$ cat src/rtl/wch_sequencer_pkg.sv
// Shared definitions for the weight-change sequencer: default sizes and FSM state encoding.
package wch_sequencer_pkg;

  localparam int unsigned N1 = 784;
  localparam int unsigned WD = 24;

  typedef enum logic [2:0] {
    ST_IDLE  = 3'd0,
    ST_SCAN  = 3'd1,
    ST_SWEEP = 3'd2,
    ST_WAIT  = 3'd3,
    ST_DONE  = 3'd4
  } wch_state_e;

endpackage

$ cat src/rtl/wch_sequencer_sweep_counter.sv
// ip_select sweep counter: synchronous clear, count enable, registered terminal flag at N_IN-1.
module wch_sweep_counter #(
  parameter int unsigned N_IN = 784,
  parameter int unsigned AW   = 10
) (
  input  logic          clk,
  input  logic          rst,
  input  logic          clr_i,
  input  logic          en_i,
  output logic [AW-1:0] cnt_o,
  output logic          term_o
);

  logic [AW-1:0] cnt_q, cnt_d;
  logic          term_q;

  always_comb begin
    cnt_d = cnt_q;
    if (clr_i) begin
      cnt_d = '0;
    end else if (en_i) begin
      cnt_d = cnt_q + AW'(1);
    end
  end

  // Terminal flag tracks the next count so it is valid in the same cycle as cnt_o.
  always_ff @(posedge clk) begin
    if (!rst) begin
      cnt_q  <= '0;
      term_q <= 1'b0;
    end else begin
      cnt_q  <= cnt_d;
      term_q <= (cnt_d == AW'(N_IN - 1));
    end
  end

  assign cnt_o  = cnt_q;
  assign term_o = term_q;

endmodule

$ cat src/rtl/wch_sequencer.sv
// Walks the layer's output neurons on a learn request and drives the weight-change engine
// handshake (start, direction, steps, bank select, input sweep) for each enabled neuron.
module wch_sequencer
  import wch_sequencer_pkg::*;
#(
  parameter int unsigned N_IN  = N1,
  parameter int unsigned N_OUT = 8,
  parameter int unsigned W     = WD,
  parameter int unsigned AW    = 10,
  parameter int unsigned NW    = 3,
  parameter int unsigned TMO   = 16
) (
  input  logic             clk,
  input  logic             rst,
  input  logic             learn_req,
  input  logic [N_OUT-1:0] post_spike,
  input  logic [N_OUT-1:0] learn_mask,
  input  logic [W-1:0]     del_plus_cfg,
  input  logic [W-1:0]     del_minus_cfg,
  input  logic             valid_wch,
  output logic             start_wch,
  output logic             spike_hold,
  output logic [AW-1:0]    ip_select,
  output logic [W-1:0]     del_w_plus,
  output logic [W-1:0]     del_w_minus,
  output logic [NW-1:0]    wsel,
  output logic             busy,
  output logic             done,
  output logic             err
);

  localparam int unsigned NIW = NW + 1;
  localparam int unsigned TW  = $clog2(N_IN + TMO);

  wch_state_e       state_q, state_d;
  logic [NIW-1:0]   nidx_q, nidx_d;
  logic [N_OUT-1:0] post_q, post_d;
  logic [N_OUT-1:0] mask_q, mask_d;
  logic [W-1:0]     dplus_q, dplus_d;
  logic [W-1:0]     dminus_q, dminus_d;
  logic [TW-1:0]    tmo_q, tmo_d;
  logic             start_q, start_d;
  logic             hold_q, hold_d;
  logic [NW-1:0]    wsel_q, wsel_d;
  logic             busy_q, busy_d;
  logic             done_q, done_d;
  logic             err_q, err_d;
  logic             cnt_clr, cnt_en, cnt_term;

  wch_sweep_counter #(
    .N_IN (N_IN),
    .AW   (AW)
  ) u_sweep (
    .clk    (clk),
    .rst    (rst),
    .clr_i  (cnt_clr),
    .en_i   (cnt_en),
    .cnt_o  (ip_select),
    .term_o (cnt_term)
  );

  always_comb begin
    state_d  = state_q;
    nidx_d   = nidx_q;
    post_d   = post_q;
    mask_d   = mask_q;
    dplus_d  = dplus_q;
    dminus_d = dminus_q;
    tmo_d    = tmo_q;
    start_d  = 1'b0;
    hold_d   = hold_q;
    wsel_d   = wsel_q;
    done_d   = 1'b0;
    err_d    = err_q;
    cnt_en   = 1'b0;

    unique case (state_q)
      ST_IDLE: begin
        if (learn_req) begin
          post_d   = post_spike;
          mask_d   = learn_mask;
          dplus_d  = del_plus_cfg;
          dminus_d = del_minus_cfg;
          nidx_d   = '0;
          state_d  = ST_SCAN;
        end
      end
      ST_SCAN: begin
        if (nidx_q == NIW'(N_OUT)) begin
          state_d = ST_DONE;
          done_d  = 1'b1;
        end else if (!mask_q[nidx_q[NW-1:0]]) begin
          nidx_d = nidx_q + NIW'(1);
        end else begin
          state_d = ST_SWEEP;
          start_d = 1'b1;
          hold_d  = post_q[nidx_q[NW-1:0]];
          wsel_d  = nidx_q[NW-1:0];
          tmo_d   = '0;
        end
      end
      ST_SWEEP: begin
        tmo_d = tmo_q + TW'(1);
        if (cnt_term) begin
          state_d = ST_WAIT;
        end else begin
          cnt_en = 1'b1;
        end
      end
      ST_WAIT: begin
        // A completion arriving on the last timeout cycle still wins.
        if (valid_wch) begin
          nidx_d  = nidx_q + NIW'(1);
          state_d = ST_SCAN;
        end else if (tmo_q == TW'(N_IN + TMO - 1)) begin
          err_d   = 1'b1;
          done_d  = 1'b1;
          state_d = ST_DONE;
        end else begin
          tmo_d = tmo_q + TW'(1);
        end
      end
      ST_DONE: begin
        state_d = ST_IDLE;
      end
      default: begin
        state_d = ST_IDLE;
      end
    endcase

    if (learn_req && (state_q != ST_IDLE)) begin
      err_d = 1'b1;
    end
    cnt_clr = start_d || (state_d == ST_IDLE);
    busy_d  = (state_d != ST_IDLE);
  end

  always_ff @(posedge clk) begin
    if (!rst) begin
      state_q  <= ST_IDLE;
      nidx_q   <= '0;
      post_q   <= '0;
      mask_q   <= '0;
      dplus_q  <= '0;
      dminus_q <= '0;
      tmo_q    <= '0;
      start_q  <= 1'b0;
      hold_q   <= 1'b0;
      wsel_q   <= '0;
      busy_q   <= 1'b0;
      done_q   <= 1'b0;
      err_q    <= 1'b0;
    end else begin
      state_q  <= state_d;
      nidx_q   <= nidx_d;
      post_q   <= post_d;
      mask_q   <= mask_d;
      dplus_q  <= dplus_d;
      dminus_q <= dminus_d;
      tmo_q    <= tmo_d;
      start_q  <= start_d;
      hold_q   <= hold_d;
      wsel_q   <= wsel_d;
      busy_q   <= busy_d;
      done_q   <= done_d;
      err_q    <= err_d;
    end
  end

  assign start_wch   = start_q;
  assign spike_hold  = hold_q;
  assign del_w_plus  = dplus_q;
  assign del_w_minus = dminus_q;
  assign wsel        = wsel_q;
  assign busy        = busy_q;
  assign done        = done_q;
  assign err         = err_q;

endmodule

$ cat config.mk
export PLATFORM = sky130hd
export DESIGN_NAME = wch_sequencer
export DESIGN_NICKNAME = d
export VERILOG_FILES = /design/src/rtl/wch_sequencer_pkg.sv /design/src/rtl/wch_sequencer_sweep_counter.sv /design/src/rtl/wch_sequencer.sv
export SDC_FILE = /design/constraint.sdc
export NUM_CORES = 1
export LEC_CHECK = 0
export ABC_AREA = 1
export BUFFER_PORTS_ARGS = -buffer_cell sky130_fd_sc_hd__buf_2
export CAP_MARGIN = 20
export CORE_UTILIZATION = 30
export DETAILED_ROUTE_END_ITERATION = 8
export PLACE_DENSITY = 0.49
export SKIP_CTS_REPAIR_TIMING = 1
export SYNTH_ARGS = -nofsm -noshare
export SYNTH_HDL_FRONTEND = slang
export SYNTH_SLANG_ARGS = --single-unit
$ cat constraint.sdc
create_clock -name clk -period 3.85 [get_ports clk]
set_input_delay 0.385 -clock clk [delete_from_list [all_inputs] [get_ports clk]]
set_output_delay 0.385 -clock clk [all_outputs]
set_load 0.01 [all_outputs]
-- Word level (Yosys, flattened, before mapping)
Index checks and enable logic that the tools add are counted.
- flip-flop bits (word level): 100
- bits in latches: 0
- bits in writable memories: 0
- ROM bits: 0
- bits of input ports: 68
- output and inout bits: 66
- word-level logic and storage cells: 85
- memories: 0
- add/sub/neg operators: 3
- multiply operators: 0
- divide/modulo/power cells: 0
- order comparisons: 1
- eq/ne operators: 14
- shift-type cells: 0
- multiplexer cells: 36
- bitwise gates (word level): 1
- reductions and logical operators: 15
- operators with widths (operator ; number):
    10-bit 2-to-1 mux ; 6
    10-bit case mux with 3 select lines ; 1
    10-bit by 1-bit adder with 10-bit output (second input constant) ; 2
    10-bit == test (second input constant) ; 2
    3-bit 2-to-1 mux ; 6
    4-bit 2-to-1 mux ; 4
    1-bit 2-to-1 mux ; 14
    2-bit inequality test (second input constant) ; 7
    3-bit case mux with 4 select lines ; 1
    4-bit case mux with 3 select lines ; 1
    3-bit nonzero test ; 4
    5-bit AND reduction ; 2
    1-bit binary-select mux with 3-bit select ; 2
    3-bit by 2-bit == test with 1-bit output (second input constant) ; 2
    3-bit logical NOT ; 2
    3-bit AND reduction ; 2
    4-bit by 1-bit adder with 4-bit output (second input constant) ; 1
    4-bit == test (second input constant) ; 1
    3-bit by 4-bit < comparator with 1-bit output (second input constant) ; 1
    2-bit nonzero test ; 2
    3-bit by 1-bit == test with 1-bit output (second input constant) ; 1
    2-bit by 1-bit inequality test with 1-bit output (second input constant) ; 1
    1-bit case mux with 2 select lines ; 1
    2-bit AND reduction ; 1
    other kinds (3) ; 3

-- Depth between registers and ports, before layout
Gate-level depths: netlist of run 1.
- word-level depth: 9
- mapped depth: 13
- mapped depth without buffers: 12

-- By module
Synthesis of run 1 repeated with hierarchy kept, for this count alone.
- cells, all modules: 602
- area total of the unflattened synthesis: 4352.9 um2
- by module, submodules not included (module ; instances ; cells each ; area an instance (um2) ; seq. area each (um2)):
    wch_sequencer ; 1 ; 512 ; 3764.9 ; 1781.7
    wch_sweep_counter ; 1 ; 90 ; 588.1 ; 220.2

-- Worst setup path after synthesis of run 1
Ideal clock, no wire load.
- path type: reg-to-reg
- start: register nidx_q[0]
- end: register tmo_q[5]
- setup time: 117 ps
- data arrival time: 1608 ps
- required time: 3733 ps
- setup slack: 2125 ps
- cell stages (with the launch flop): 13
- buffers on the path: 2
- clock period less this slack: 1725 ps
- cell sequence: dfxtp_1 -> inv_2 -> buf_6 -> ha_1 -> nand2_1 -> nor2_1 -> nor3_2 -> nand3_4 -> nand2_2 -> buf_6 -> nand3_1 -> o21bai_1 -> a21oi_1
- longest elaborated chain between the ends: 4
- elaborated cells on any way between the ends: 6
- those cells by class: eq/ne: 3; mux: 2; reduce/logical: 1
- ends and longest elaborated chain (item ; RTL line ; source):
    start: declaration ; wch_sequencer.sv:36 ; logic [NIW-1:0] nidx_q, nidx_d;
    start signal: assignment ; wch_sequencer.sv:155 ; nidx_q <= nidx_d;
    1-bit binary-select mux with 3-bit select ; wch_sequencer.sv:92 ; end else if (!mask_q[nidx_q[NW-1:0]]) begin
    1-bit 2-to-1 mux (not written as such) ; wch_sequencer.sv:92 ;
    2-bit inequality test (no line) ; - ;
    5-bit AND reduction (no line) * ; - ;
    end signal: assignment ; wch_sequencer.sv:160 ; tmo_q <= tmo_d;
    end: declaration ; wch_sequencer.sv:41 ; logic [TW-1:0] tmo_q, tmo_d;
Every way passes the cells marked *; elsewhere a longest branch is shown, timed or not. The select of a mux whose other input is x is not followed.
A chain may end at the register's enable or synchronous reset.

-- Final worst setup path of run 1
- start: register nidx_q[0]
- end: register u_sweep.cnt_q[3], in the netlist u_sweep.cnt_o[3]
- longest elaborated chain between the ends: 8
- elaborated cells on any way between the ends: 12
- those cells by class: eq/ne: 1; mux: 9; reduce/logical: 2
- ends and longest elaborated chain (item ; RTL line ; source):
    1-bit binary-select mux with 3-bit select ; wch_sequencer.sv:92 ;
    1-bit 2-to-1 mux (not written as such) ; wch_sequencer.sv:92 ;
    3-bit 2-to-1 mux ; wch_sequencer.sv:92 ;
    3-bit 2-to-1 mux ; wch_sequencer.sv:89 ; if (nidx_q == NIW'(N_OUT)) begin
    3-bit case mux with 4 select lines ; wch_sequencer.sv:77 ; unique case (state_q)
    3-bit logical NOT ; wch_sequencer.sv:134 ; cnt_clr = start_d || (state_d == ST_IDLE);
    1-bit logical OR * ; wch_sequencer.sv:134 ;
    10-bit 2-to-1 mux * ; wch_sequencer_sweep_counter.sv:19 ; if (clr_i) begin
    end signal: assignment ; wch_sequencer_sweep_counter.sv:32 ; cnt_q <= cnt_d;
    end: declaration ; wch_sequencer_sweep_counter.sv:14 ; logic [AW-1:0] cnt_q, cnt_d;
Marked as above.

==> flow_summary.json, run 1 <==
{
  "post-route-period-util": 0.6104,
  "hpwl_mm": 7.387,
  "h-tree-depth": 3,
  "grt_pass1_wl_mm": 16.75,
  "synth_cell_types": 29,
  "hold_violations": 0,
  "final_cells": 881,
  "path_clk_slew_ps": 70,
  "grt_max_degree": 108,
  "nFillCells": 1432,
  "placementRows": 43,
  "areaGrowthSynthToFinish_pct": 25.83,
  "final_core_util": 0.3858,
  "maxSlewViolCount": 0,
  "tritoncts": "built",
  "avgSynthCellArea_sq_um": 7.347,
  "ys_ff_latch": 100,
  "die_h_microns": 120.9,
  "drive_above_1_share": 0.2439,
  "cp-end-kind": "flop",
  "finalSetupViolCount": 0,
  "drt_wl_total_mm": 10.27,
  "clockBufferDepth": 2,
  "yosysTopAreaCellShare": 0.4723,
  "outcome": "complete, no violations",
  "dieArea_sq_mm": 0.01461,
  "worst_slew_pin_slew_ps": 889.8,
  "root_buffer": "clkbuf_16",
  "initial_utilization": 0.3066,
  "viasPerCell": 4.479,
  "period_needed_ps": 2350,
  "post_drt_wl_per_cell_microns": 11.65,
  "vias": 3946,
  "grt_pass1_vias": 3652,
  "required_ps": 4120,
  "portBuffers": 133,
  "path_class": "flop to flop",
  "pin_count": 134,
  "synth_common_cells": "inv_1, dfxtp_1, a21oi_1",
  "synth_nets": 649,
  "synth.yosys.warnings": 0,
  "nNetsFinal": 768,
  "gp_congestion": 0.7686,
  "power_density_mw_per_mm2": 487.5,
  "drt-pass1-iter-count": 4,
  "grt-ovfl-total": 0,
  "skew_ps": 5.593,
  "placedCellCount": 865,
  "synth-edff-count": 0,
  "synthFlopType": "dfxtp_1",
  "cts_sinks": 100,
  "antennaDiodeCount": 0,
  "reg2reg_slack_ps": 1500,
  "yosysSeqAreaShare": 0.4723,
  "fmax_ghz": 0.4255,
  "p_leak_nw": 2.421,
  "drc": 0,
  "final_antenna_net_count": 0,
  "rsz0062_at_grt": "false",
  "arrival_ps": 2620,
  "synth_cells": 577,
  "worst_slew_margin_rel": 0.4068,
  "antenna_found_initial": 0,
  "yosys.area.top_type": "dfxtp_1",
  "hp-class": "input port to flop",
  "dr.first_iter.drc_count": 261,
  "grt_util_all_layers": 0.1452,
  "yosysMostFrequentCell": "inv_1",
  "worst-path-max-fanout": 12,
  "ir_drop_mv": 0.2236,
  "max_cap_violations": 0,
  "cts-buffers-inserted": 9,
  "die_width_microns": 120.9,
  "syn_area_sq_mm": 0.004239,
  "cp-start-kind": "flop",
  "async_flop_share": 0,
  "clk_latency_ps": 350,
  "coreArea_sq_mm": 0.01383,
  "synthTopCellsByArea": "dfxtp_1, a21oi_1, inv_1",
  "fin_tns_setup_ps": 0
}
==> cells by family after synthesis <==
| group | Yosys count | share of synthesized area |
|---|---|---|
| fa+ha+maj | 4 | 0.01181 |
| compound gates | 176 | 0.2119 |
| buf+inv | 132 | 0.1225 |
| flops | 100 | 0.4723 |
| simple gates | 161 | 0.1733 |
| xor+xnor | 4 | 0.008266 |
==> power by group <==
| group | total (W) | switching, W | internal [W] | leakage, nW |
|---|---|---|---|---|
| Sequential | 0.00120 | 0.0000568 | 0.00114 | 0.822 |
| Combinational | 0.000480 | 0.000308 | 0.000172 | 1.45 |
| Clock | 0.000920 | 0.000398 | 0.000522 | 0.153 |
==> area by class of cell <==
class / count / area (sq um) / area share
sequential: 100 / 2002 / 0.3753
multi-input combinational: 345 / 1730 / 0.3244
timing repair buffer: 135 / 680.7 / 0.1276
inverter: 105 / 394.1 / 0.07389
clock buffer: 10 / 239.0 / 0.04480
tap: 180 / 225.2 / 0.04222
clock inverter: 6 / 62.56 / 0.01173
==> stage by stage <==
| step | worst slack, ps | total power [W] | hold WS, ps | area [sq um] |
|---|---|---|---|---|
| 4_1_cts | 1458 | 0.002644 | 295.4 | 5334 |
| 3_3_place_gp | 1619 | 0.001699 | 428.5 | 5032 |
| 2_1_floorplan | 2125 | 0.001541 | 420.0 | 4239 |
| 6_report | 1500 | 0.002600 | 317.2 | 5334 |
| 5_1_grt | 1235 | 0.002753 | 313.5 | 5334 |
| 3_5_place_dp | 1490 | 0.001708 | 433.9 | 5032 |
==> metal layers <==
layer  vias up  track usage  part of all wire
li1       2103            -                 -
met1      1720       0.1793              0.47
met2       112       0.2250              0.44
met3        11      0.04746             0.075
met4         0      0.07330             0.018
met5         -            0                 0
==> flip-flops by register name, indices dropped and copies added, names as in the netlist, 3 cells and up <==
register       count
del_w_plus        24
wsel               3
u_sweep.cnt_o     10
post_q             8
del_w_minus       24
mask_q             8
nidx_q             4
tmo_q             10
state_q            3
==> layout by cell type (no fill, tap or decap), drive strengths merged <==
cell / instances
nor2: 44
clkbuf: 10
xnor2: 1
bufinv: 1
nor3: 10
o21ai: 78
clkinv: 4
o21bai: 2
nand3: 27
ha: 4
nor3b: 3
a21oi: 93
a31o: 1
inv: 106
buf: 135
xor2: 3
nand2: 69
dfxtp: 100
a211oi: 2
nand4: 8
==> worst max-delay path: stages (launching register included) <==
cell and delay [ps]:
dfxtp_1 540, inv_2 170, ha_1 230, nand2_1 60
nor2_1 50, nor3_2 220, nand3_4 170, nand2_2 250
nor2_1 110, nand2_2 90, nand3_2 180, a21oi_1 180
==> path summary, 6_finish.rpt <==
| path | from | endpoint | cells past startpoint |
|---|---|---|---|
| max reg2reg | nidx_q[0] | u_sweep.cnt_o[3] | 11 |
| min reg2reg | del_w_minus[11] | del_w_minus[11] | 2 |
| max | nidx_q[0] | u_sweep.cnt_o[3] | 11 |
| min | del_plus_cfg[17] | del_w_plus[17] | 3 |
Power figures use the tool's default switching activity.
==> run 2, diff against run 1 <==
- PLACE_DENSITY: 0.49 -> 0.51
- clock period: 3.85 -> 2.1 ns (I/O delays scaled with it)
==> flow_summary.json, run 2 (synthesis gave the netlist of run 1 again) <==
{
  "portBuffers": 133,
  "path_clk_slew_ps": 70,
  "placementRows": 43,
  "viasPerCell": 4.464,
  "worst_slew_margin_rel": 0.6934,
  "finalInstanceArea_sq_mm": 0.005374,
  "drt_wl_total_mm": 10.18,
  "worst-path-max-fanout": 11,
  "cts_sinks": 100,
  "fin_ws_ps": 250.0,
  "finalSetupViolCount": 0,
  "pin_count": 134,
  "grt_util_all_layers": 0.1470,
  "power_density_mw_per_mm2": 876.9,
  "period_needed_ps": 1850,
  "antennaDiodeCount": 0,
  "die_h_microns": 120.9,
  "hpwl_mm": 7.375,
  "layout_common_cells": "buf_2, inv_1, dfxtp_1",
  "path_class": "flop to flop",
  "fin_tns_setup_ps": 0,
  "grt-ovfl-total": 0,
  "final_common_cell": "buf_2",
  "post_drt_wl_per_cell_microns": 11.50,
  "outcome": "complete, no violations",
  "drt-pass1-iter-count": 7,
  "drc": 0,
  "drive_above_1_share": 0.2496,
  "final_core_util": 0.3887,
  "hold_violations": 0,
  "dp_slack_ps": 242.9,
  "clockBufferDepth": 2,
  "initial_utilization": 0.3066,
  "placedCellCount": 869,
  "rsz0062_at_grt": "false",
  "grt_max_degree": 131,
  "worst_slew_pin_slew_ps": 459.9,
  "tritoncts": "built",
  "maxSlewViolCount": 0,
  "grt_pass1_wl_mm": 16.96,
  "startpoint": "nidx_q[0]",
  "cts-buffers-inserted": 9,
  "fmax_ghz": 0.5405,
  "final_cells": 885,
  "coreArea_sq_mm": 0.01383,
  "post-route-period-util": 0.8810,
  "dr.first_iter.drc_count": 219,
  "nNetsFinal": 772,
  "max_cap_violations": 0,
  "root_buffer": "clkbuf_16",
  "cp-start-kind": "flop",
  "hp-class": "input port to flop",
  "final_antenna_net_count": 0,
  "grt_pass1_vias": 3717,
  "clk_latency_ps": 350,
  "worstReg2RegStart": "nidx_q[0]",
  "required_ps": 2370,
  "ir_drop_mv": 0.5271,
  "areaGrowthSynthToFinish_pct": 26.77,
  "cp-end-kind": "flop",
  "gp_congestion": 0.7913,
  "dpl_cell_area_sq_mm": 0.005087,
  "skew_ps": 9.360,
  "p_leak_nw": 2.442,
  "die_width_microns": 120.9,
  "vias": 3951,
  "arrival_ps": 2120,
  "antenna_found_initial": 0,
  "hp-start": "del_minus_cfg[13]",
  "h-tree-depth": 3,
  "dieArea_sq_mm": 0.01461
}
run 2: cell types whose count changed in the layout (fill, tap and decap cells not counted), sizes merged:
cell / change
buf: +4
bufinv: -1
inv: +1
run 2: final timing paths:
check	slack, ps	end	cells after the start
max	250	tmo_q[6]	11
min	130	del_w_minus[13]	3
min reg2reg	440	del_w_minus[22]	2
max reg2reg	250	tmo_q[6]	11
run 2: area by class of cell:
cell class              instances  area (sq um)
flip-flops and latches        100          2002
clock buffers                  10         239.0
inverters                     105         394.1
well taps                     180         225.2
repair buffers                139         735.7
clock inverters                 6         45.04
fillers                      1453          8453
multi-input cells             345          1733
run 2: per-layer routing:
| metal | GRT usage | wire [microns] |
|---|---|---|
| met1 | 0.1829 | 4766 |
| met2 | 0.2257 | 4512 |
| met3 | 0.06673 | 815 |
| met4 | 0.04475 | 85 |
| met5 | 0 | 0 |
run 2: power breakdown:
part / internal [W] / leakage, nW / switching, W
Clock: 0.000845 / 0.143 / 0.000755
Combinational: 0.000342 / 1.48 / 0.000578
Sequential: 0.00210 / 0.822 / 0.0000966
run 2: critical path, cell delays in order (launching register included):
cell and delay (ps):
dfxtp_1 340, inv_2 100, ha_1 200, nand2_1 60
nor2_1 50, nor3_2 220, nand3_4 180, nand2_2 110
buf_4 180, nand3_1 100, nand2_1 70, nor3b_1 160
run 2: per-stage QoR:
step	hold slack [ps]	power (W)
final	132.4	0.004712
after global routing	128.0	0.005008
after CTS	109.5	0.004794
after detailed placement	432.9	0.003159
after global placement	428.2	0.003141
after floorplan	403.3	0.002826
==> run 3, diff against run 2 <==
- RECOVER_POWER: not set -> 50
==> flow_summary.json, run 3 (synthesis gave the netlist of run 1 again) <==
{
  "finalInstanceArea_sq_mm": 0.005280,
  "grt_max_degree": 131,
  "fin_tns_setup_ps": 0,
  "worst_slew_pin_slew_ps": 781.4,
  "dieArea_sq_mm": 0.01461,
  "reg2reg_slack_ps": 250,
  "fmax_ghz": 0.5408,
  "placementRows": 43,
  "root_buffer": "clkbuf_16",
  "outcome": "complete, no violations",
  "dpl_cell_area_sq_mm": 0.005087,
  "nNetsFinal": 772,
  "viasPerCell": 4.446,
  "placedCellCount": 869,
  "gp_congestion": 0.7913,
  "pin_count": 134,
  "cts_sinks": 100,
  "grt_util_all_layers": 0.1470,
  "worst-path-max-fanout": 11,
  "ff2ff_path_depth": 11,
  "max_cap_violations": 0,
  "final_common_cell": "inv_1",
  "drc": 0,
  "dr.first_iter.drc_count": 218,
  "drt_wl_total_mm": 10.21,
  "internal_power_w": 0.003240,
  "p_clk_frac": 0.342,
  "skew_ps": 8.048,
  "clockBufferDepth": 2,
  "pwr-share-comb": 0.188,
  "ir_drop_mv": 0.5192,
  "min_path_cells": 3,
  "die_h_microns": 120.9,
  "power_density_mw_per_mm2": 884.5,
  "antenna_found_initial": 0,
  "slowest_delay_ps": 340,
  "hp-start": "del_minus_cfg[13]",
  "finalSetupViolCount": 0,
  "finalPower_w": 0.004670,
  "grt_pass1_vias": 3717,
  "post_drt_wl_per_cell_microns": 11.53,
  "drt-pass1-iter-count": 7,
  "cp-end-kind": "flop",
  "cts-buffers-inserted": 9,
  "coreArea_sq_mm": 0.01383,
  "p_sw_w": 0.001430,
  "p_leak_nw": 2.181,
  "seq_power_share": 0.470,
  "rsz0062_at_grt": "false",
  "period_needed_ps": 1849,
  "path_class": "flop to flop",
  "h-tree-depth": 3,
  "whs_endpoint": "del_w_minus[13]",
  "path_clk_slew_ps": 70,
  "grt_pass1_wl_mm": 16.96,
  "worstReg2RegStart": "nidx_q[0]",
  "layout_common_cells": "inv_1, dfxtp_1, a21oi_1",
  "initial_utilization": 0.3066,
  "arrival_ps": 2120,
  "worst_slew_margin_rel": 0.4791,
  "drive_above_1_share": 0.1560,
  "critPathSlowestCell": "dfxtp_1",
  "grt-ovfl-total": 0,
  "maxSlewViolCount": 0,
  "worstPathCellList": "inv_2 > ha_1 > nand2_1 > nor2_1 > nor3_2 > nand3_4 > nand2_2 > buf_4 > nand3_1 > nand2_1 > nor3b_1",
  "crit_top_cell": "nand2_1",
  "hold_violations": 0,
  "rr_endpoint": "tmo_q[6]",
  "hpwl_mm": 7.375,
  "hp-class": "input port to flop",
  "final_antenna_net_count": 0,
  "clk_latency_ps": 350,
  "areaGrowthSynthToFinish_pct": 24.56,
  "swShare": 0.3063,
  "required_ps": 2370,
  "antennaDiodeCount": 0,
  "post-route-period-util": 0.8805,
  "portBuffers": 133,
  "final_cells": 885,
  "cp-start-kind": "flop",
  "die_width_microns": 120.9,
  "tritoncts": "built",
  "vias": 3935
}
[run 3: stage by stage]
step                        util  setup WS (ps)  hold slack, ps
after global routing      0.3819          29.87           128.0
after global placement    0.3679          312.6           428.2
after floorplan                -          374.7           403.3
final                     0.3819          250.9           132.0
after detailed placement  0.3679          242.9           432.9
after CTS                 0.3885          233.7           109.5
[run 3: power groups by stage]
stage               sequential [W]  combinational [W]  clock (W)
CTS                        0.00219           0.000928    0.00167
finish                     0.00220           0.000876    0.00160
floorplan                  0.00230           0.000530          0
detailed placement         0.00223           0.000927          0
global route               0.00222            0.00101    0.00173
global placement           0.00223           0.000914          0
[run 3: layout make-up]
cell class | instances | area (sq um)
Fill cell | 1484 | 8547
Clock inverter | 6 | 45.04
Timing Repair Buffer | 139 | 641.9
Multi-Input combinational cell | 345 | 1733
Tap cell | 180 | 225.2
Clock buffer | 10 | 239.0
Sequential cell | 100 | 2002
Inverter | 105 | 394.1
[run 3: worst max-delay path: cells and delay by family (launching register included)]
kind / cells / cell delay (ps)
adders and majority gates: 1 / 200
buffers and inverters: 2 / 280
DFF: 1 / 340
and+or+nand+nor: 8 / 950
[run 3: worst max-delay path by stage]
stage                     from               end  slack [ps]
finish               nidx_q[0]          tmo_q[6]         250
global route        state_q[1]         nidx_q[1]          30
CTS                   tmo_q[0]  u_sweep.cnt_o[7]         230
detailed placement    tmo_q[0]  u_sweep.cnt_o[7]         240
global placement      tmo_q[0]  u_sweep.cnt_o[7]         310
floorplan            nidx_q[0]          tmo_q[5]         370
[run 3: layer usage]
| metal | vias to the layer above | track usage | wire [microns] |
|---|---|---|---|
| li1 | 2110 | - | - |
| met1 | 1718 | 0.1829 | 4843 |
| met2 | 100 | 0.2257 | 4492 |
| met3 | 7 | 0.06673 | 783 |
| met4 | 0 | 0.04475 | 85 |
| met5 | - | 0 | 0 |
